## config.mk

```make
export PLATFORM = sky130hd
export DESIGN_NAME = pipeline_ctrl
export DESIGN_NICKNAME = d
export VERILOG_FILES = /design/src/rtl/pipeline_ctrl_pkg.sv /design/src/rtl/pipeline_ctrl_sat.sv /design/src/rtl/pipeline_ctrl.sv
export SDC_FILE = /design/constraint.sdc
export NUM_CORES = 1
export LEC_CHECK = 0
export ABC_AREA = 1
export BUFFER_PORTS_ARGS = -buffer_cell sky130_fd_sc_hd__buf_4
export CAP_MARGIN = 10
export CORE_MARGIN = 4
export CORE_UTILIZATION = 45
export CTS_CLUSTER_DIAMETER = 50
export DETAILED_ROUTE_END_ITERATION = 8
export PLACE_DENSITY = 0.66
export SYNTH_ARGS = -nofsm -noshare
export SYNTH_HDL_FRONTEND = slang
export SYNTH_SLANG_ARGS = --single-unit
```

## constraint.sdc

```tcl
create_clock -name clk -period 3.85 [get_ports clk]
set_input_delay 0.1925 -clock clk [delete_from_list [all_inputs] [get_ports clk]]
set_output_delay 0.1925 -clock clk [all_outputs]
set_load 0.01 [all_outputs]
```

## src/rtl/pipeline_ctrl_pkg.sv

```systemverilog
// pipeline_ctrl_pkg
// Shared definitions for the pipeline control block: the 2-bit FSM state
// encoding, the hazard bubble-count encoding, the drain depth used when
// halting, and a helper that maps a hazard type to its bubble count.
package pipeline_ctrl_pkg;

    typedef enum logic [1:0] {
        ST_RUN    = 2'd0,
        ST_BUBBLE = 2'd1,
        ST_DRAIN  = 2'd2,
        ST_HALTED = 2'd3
    } state_e;

    // HAZ_DEFAULT (0) is treated as a single bubble.
    typedef enum logic [1:0] {
        HAZ_DEFAULT = 2'd0,
        HAZ_ONE     = 2'd1,
        HAZ_TWO     = 2'd2,
        HAZ_THREE   = 2'd3
    } haz_type_e;

    // Instructions already past IF that must retire before the core stops.
    localparam logic [1:0] DRAIN_DEPTH = 2'd3;

    localparam int STALL_CNT_W = 32;

    function automatic logic [1:0] bubble_count(input logic [1:0] haz_type);
        return (haz_type == HAZ_DEFAULT) ? 2'(HAZ_ONE) : haz_type;
    endfunction

endpackage

```

## src/rtl/pipeline_ctrl_sat.sv

```systemverilog
// sat_counter
// Up-counter that sticks at its all-ones value instead of wrapping.
// Ports:
//   clk      - rising-edge clock
//   rst_n    - asynchronous active-low clear (count -> 0)
//   en       - count one step this edge
//   load     - overwrite count with load_val (takes precedence over en)
//   load_val - value written on load
//   count    - current count
module sat_counter #(
    parameter int DATA_W = 32
) (
    input  logic              clk,
    input  logic              rst_n,
    input  logic              en,
    input  logic              load,
    input  logic [DATA_W-1:0] load_val,
    output logic [DATA_W-1:0] count
);

    always_ff @(posedge clk or negedge rst_n) begin
        if (!rst_n) begin
            count <= '0;
        end else if (load) begin
            count <= load_val;
        end else if (en && (count != {DATA_W{1'b1}})) begin
            count <= count + 1'b1;
        end
    end

endmodule

```

## src/rtl/pipeline_ctrl.sv

```systemverilog
// pipeline_ctrl
// Central pipeline sequencer for a 5-stage core. Turns hazard, branch,
// memory-wait and halt requests into PC / stage-register enables and
// IF/ID, ID/EX flushes, and counts stalled cycles.
// Ports:
//   clk, rst_n        - clock, asynchronous active-low reset
//   haz_stall         - load-use (or similar) hazard present
//   haz_type          - bubbles requested (0 means 1)
//   branch_taken      - taken branch/jump resolved in EX
//   dmem_busy         - data memory not ready, freezes the whole pipe
//   halt_req          - EBREAK/ECALL decoded in ID
//   resume            - leave the halted state
//   pc_en, *_en       - PC and pipeline register enables
//   if_id_flush,
//   id_ex_flush       - load a NOP into that stage register
//   halted            - pipeline drained and stopped
//   stall_cycles      - saturating count of PC-frozen cycles in RUN/BUBBLE
module pipeline_ctrl
    import pipeline_ctrl_pkg::*;
(
    input  logic                   clk,
    input  logic                   rst_n,
    input  logic                   haz_stall,
    input  logic [1:0]             haz_type,
    input  logic                   branch_taken,
    input  logic                   dmem_busy,
    input  logic                   halt_req,
    input  logic                   resume,
    output logic                   pc_en,
    output logic                   if_id_en,
    output logic                   id_ex_en,
    output logic                   ex_mem_en,
    output logic                   mem_wb_en,
    output logic                   if_id_flush,
    output logic                   id_ex_flush,
    output logic                   halted,
    output logic [STALL_CNT_W-1:0] stall_cycles
);

    state_e     state, state_next;
    logic [1:0] bub_cnt, bub_next;
    logic [1:0] drain_cnt, drain_next;
    logic [1:0] bub_req;
    logic       stall_en;

    assign bub_req = bubble_count(haz_type);

    always_ff @(posedge clk or negedge rst_n) begin
        if (!rst_n) begin
            state     <= ST_RUN;
            bub_cnt   <= 2'd0;
            drain_cnt <= 2'd0;
        end else begin
            state     <= state_next;
            bub_cnt   <= bub_next;
            drain_cnt <= drain_next;
        end
    end

    always_comb begin
        state_next  = state;
        bub_next    = bub_cnt;
        drain_next  = drain_cnt;
        pc_en       = 1'b1;
        if_id_en    = 1'b1;
        id_ex_en    = 1'b1;
        ex_mem_en   = 1'b1;
        mem_wb_en   = 1'b1;
        if_id_flush = 1'b0;
        id_ex_flush = 1'b0;
        halted      = (state == ST_HALTED);

        if (state == ST_HALTED) begin
            {pc_en, if_id_en, id_ex_en, ex_mem_en, mem_wb_en} = 5'b0;
            if (resume) begin
                state_next = ST_RUN;
            end
        end else if (dmem_busy) begin
            // Whole pipe frozen; sequencing counters keep their place.
            {pc_en, if_id_en, id_ex_en, ex_mem_en, mem_wb_en} = 5'b0;
        end else begin
            case (state)
                ST_RUN: begin
                    if (branch_taken) begin
                        if_id_flush = 1'b1;
                        id_ex_flush = 1'b1;
                        bub_next    = 2'd0;
                    end else if (halt_req) begin
                        // Stop fetching and let the older instructions retire.
                        pc_en       = 1'b0;
                        if_id_flush = 1'b1;
                        drain_next  = DRAIN_DEPTH;
                        state_next  = ST_DRAIN;
                    end else if (haz_stall) begin
                        // This cycle is the first bubble; any further ones
                        // are counted out in BUBBLE.
                        pc_en       = 1'b0;
                        if_id_en    = 1'b0;
                        id_ex_flush = 1'b1;
                        if (bub_req > 2'd1) begin
                            bub_next   = bub_req - 2'd1;
                            state_next = ST_BUBBLE;
                        end
                    end
                end
                ST_BUBBLE: begin
                    if (branch_taken) begin
                        if_id_flush = 1'b1;
                        id_ex_flush = 1'b1;
                        bub_next    = 2'd0;
                        state_next  = ST_RUN;
                    end else begin
                        pc_en       = 1'b0;
                        if_id_en    = 1'b0;
                        id_ex_flush = 1'b1;
                        bub_next    = bub_cnt - 2'd1;
                        if (bub_cnt <= 2'd1) begin
                            state_next = ST_RUN;
                        end
                    end
                end
                ST_DRAIN: begin
                    if (branch_taken) begin
                        // Squash the wrong-path fetch but keep draining.
                        if_id_flush = 1'b1;
                        id_ex_flush = 1'b1;
                    end else begin
                        pc_en       = 1'b0;
                        if_id_flush = 1'b1;
                        drain_next  = drain_cnt - 2'd1;
                        if (drain_cnt <= 2'd1) begin
                            state_next = ST_HALTED;
                        end
                    end
                end
                default: begin
                end
            endcase
        end
    end

    assign stall_en = ((state == ST_RUN) || (state == ST_BUBBLE)) && !pc_en;

    sat_counter #(
        .DATA_W (STALL_CNT_W)
    ) u_stall_cnt (
        .clk      (clk),
        .rst_n    (rst_n),
        .en       (stall_en),
        .load     (1'b0),
        .load_val ({STALL_CNT_W{1'b0}}),
        .count    (stall_cycles)
    );

endmodule
```

==> impl_metrics.env <==
export IMPL_final_common_cell="nand2_1"
export IMPL_wl_per_cell_um=12.22
export IMPL_setup_viol=0
export IMPL_hold_violations=0
export IMPL_placed_cell_area_sq_um=3239
export IMPL_power_density_nw_per_um2=482.8
export IMPL_arrival_ns=2.06
export IMPL_rr_endpoint="u_stall_cnt.count[14]$_DFFE_PN0P_"
export IMPL_clk_latency_ns=0.29
export IMPL_grt_pass1_wl_um=12390
export IMPL_async_flop_share_pct=100.0
export IMPL_crit_path_end_kind="primary output"
export IMPL_min_path_type="in -> reg"
export IMPL_cpPeakStageDelay_ns=0.43
export IMPL_required_ns=3.66
export IMPL_tns_ns=0
export IMPL_hold_slack_ns=0.2357
export IMPL_fp_coreArea_sq_um=6061
export IMPL_die_x_um=87.97
export IMPL_grtUsageTotal_pct=20.07
export IMPL_max_clock_freq_mhz=443.0
export IMPL_synth_cell_type_count=23
export IMPL_crit_start="state[0]$_DFFE_PN0P_"
export IMPL_clock_skew_ns=0.008213
export IMPL_grt_antenna_before_repair=0
export IMPL_drive_above_1_share_pct=13.58
export IMPL_leakagePower_nw=1.776
export IMPL_synth_ff_type="dfrtp_1"
export IMPL_dieHeight_um=87.97
export IMPL_cts_resized=0
export IMPL_cts_path_max_buffers=2
export IMPL_gp_congestion=0.9684
export IMPL_total_power_mw=1.638
export IMPL_final_cell_mix="nand2_1 (217), nor2_1 (64), buf_4 (48)"
export IMPL_row_count=28
export IMPL_viasPerCell=4.883
export IMPL_cp_max_fo=6
export IMPL_r2r_slack_ns=1.75
export IMPL_worstMarginPinSlew_ns=0.6815
export IMPL_postSynthAreaPerCell_sq_um=6.242
export IMPL_worst_slew_margin_rel_pct=54.46
export IMPL_cap_violations=0
export IMPL_min_from="halt_req"
export IMPL_syn_area_sq_um=2878
export IMPL_hold_depth=4
export IMPL_drv_slew=0
export IMPL_clk_pin_slew_ns=0.08
export IMPL_critPathKind="reg -> out"
export IMPL_syn2layout_area_growth_pct=17.87
export IMPL_cp_cell_sequence="ha_1 -> nor2_1 -> inv_1 -> or2_2 -> a31oi_1 -> buf_4"
export IMPL_cts_sinks=38
export IMPL_routed_wl_um=7125
export IMPL_insertedDiodeCount=0
export IMPL_worstHoldEndpoint="state[0]$_DFFE_PN0P_"
export IMPL_ir_drop_mv=0.3365
export IMPL_grt_overflow=0
export IMPL_hpwl_um=5472
export IMPL_cts_root_buf="clkbuf_8"
export IMPL_fin_nets=525
export IMPL_grt_pass1_vias=2644
export IMPL_stdcell_area_sq_um=3392
export IMPL_grt_max_degree=39
export IMPL_dp_cells=574
export IMPL_seq_area_frac_synth_pct=33.04
export IMPL_r2r_start="state[0]$_DFFE_PN0P_"
export IMPL_drc=0
export IMPL_r2r_cells=9
export IMPL_ant_nets=0
export IMPL_synth_cells=461
export IMPL_syn_num_nets=479
export IMPL_initial_core_util_pct=47.48
export IMPL_post_cts_buffers=0
export IMPL_drt_iter0_drc=104
export IMPL_vias=2847
export IMPL_layoutNonFillerInstCount=583
export IMPL_io_pins=49
export IMPL_cts_buffers=5
export IMPL_outcome="completed"
export IMPL_drt_pass1_iter_count=5
export IMPL_port_buffer_count=48
export IMPL_period_needed_ns=2.257
export IMPL_synth_seq_cells=38
export IMPL_grt_setup_unrepaired="false"
export IMPL_start_kind="flip-flop"
export IMPL_fin_crit_sh_pct=58.63
export IMPL_cts_max_level=2
export IMPL_cp_slowest_cell="dfrtp_1"
export IMPL_synth_edf_count=0
export IMPL_dieArea_sq_um=7739
export IMPL_yosysWarnings=0
export IMPL_cts_tree="yes"
export IMPL_postCtsHoldBufs=1
-- state kept, by name, indices dropped and copies added, names as in the netlist --
register           cells
bub_cnt                2
drain_cnt              2
state                  2
u_stall_cnt.count     32
-- cells by family (layout without fill, tap and decap cells) --
group | Yosys count | count (layout) | synth area share (%)
fa+ha+maj | 9 | 9 | 3.913
compound gates | 22 | 22 | 4.000
simple gates | 320 | 320 | 45.13
flops | 38 | 38 | 33.04
xor+xnor | 15 | 15 | 4.565
buf+inv | 57 | 104 | 9.347
-- how the worst max path moves through the flow --
stage	to	slack (ns)	depth (start not counted)
after detailed placement	u_stall_cnt.count[14]$_DFFE_PN0P_	1.74	9
final	if_id_flush	1.59	6
after global routing	if_id_flush	1.35	6
after global placement	u_stall_cnt.count[14]$_DFFE_PN0P_	1.82	9
after floorplan	if_id_flush	1.99	5
after CTS	if_id_flush	1.57	6
-- report_power, final --
group          internal (mW)  switching, mW  total (mW)
registers              0.451         0.0610       0.512
clock network          0.277          0.154       0.431
logic                  0.232          0.463       0.696
-- stage by stage --
| step | util [%] | setup slack (ns) |
|---|---|---|
| after global routing | 55.97 | 1.345 |
| after CTS | 55.97 | 1.575 |
| after floorplan | - | 1.990 |
| after detailed placement | 53.45 | 1.742 |
| after global placement | 53.45 | 1.819 |
| final | 55.97 | 1.593 |
-- layout make-up --
cell class | count | area (sq um)
fill | 610 | 2669
multi-input combinational | 366 | 1658
clock inverter | 2 | 60.06
timing repair buffer | 49 | 370.4
sequential | 38 | 950.9
inverter | 47 | 176.4
tap | 75 | 93.84
clock buffer | 6 | 82.58
-- layer usage --
metal  part of all wire, %  vias up  global-route usage (%)
li1                      -     1496                       -
met1                    48     1268                   26.60
met2                    45       74                   33.63
met3                   5.3        9                   3.763
met4                   1.5        0                   5.160
met5                     0        -                       0
-- synth_stat cells, types with 2 or more instances --
cell type,count,area share [%]
a21oi_1,8,1.4
a31oi_1,2,0.43
buf_4,2,0.52
buf_6,6,2.3
dfrtp_1,38,33
ha_1,9,3.9
inv_1,47,6.1
nand2_1,217,28
nand2_2,5,1.1
nand3_1,22,3.8
nand4_1,3,0.65
nor2_1,64,8.3
nor2_4,4,1.6
o21ai_0,11,1.9
or2_2,2,0.43
xnor2_1,5,1.5
xor2_1,10,3.0
-- worst max-delay path: cells and delay by family, from the launching register on --
kind / cells / cell delay [ns]
DFF: 1 / 0.43
adders and majority gates: 1 / 0.27
and+or+nand+nor: 2 / 0.62
buffers and inverters: 2 / 0.27
AOI/OAI and AO/OA: 1 / 0.18
Power figures use the tool's default switching activity.
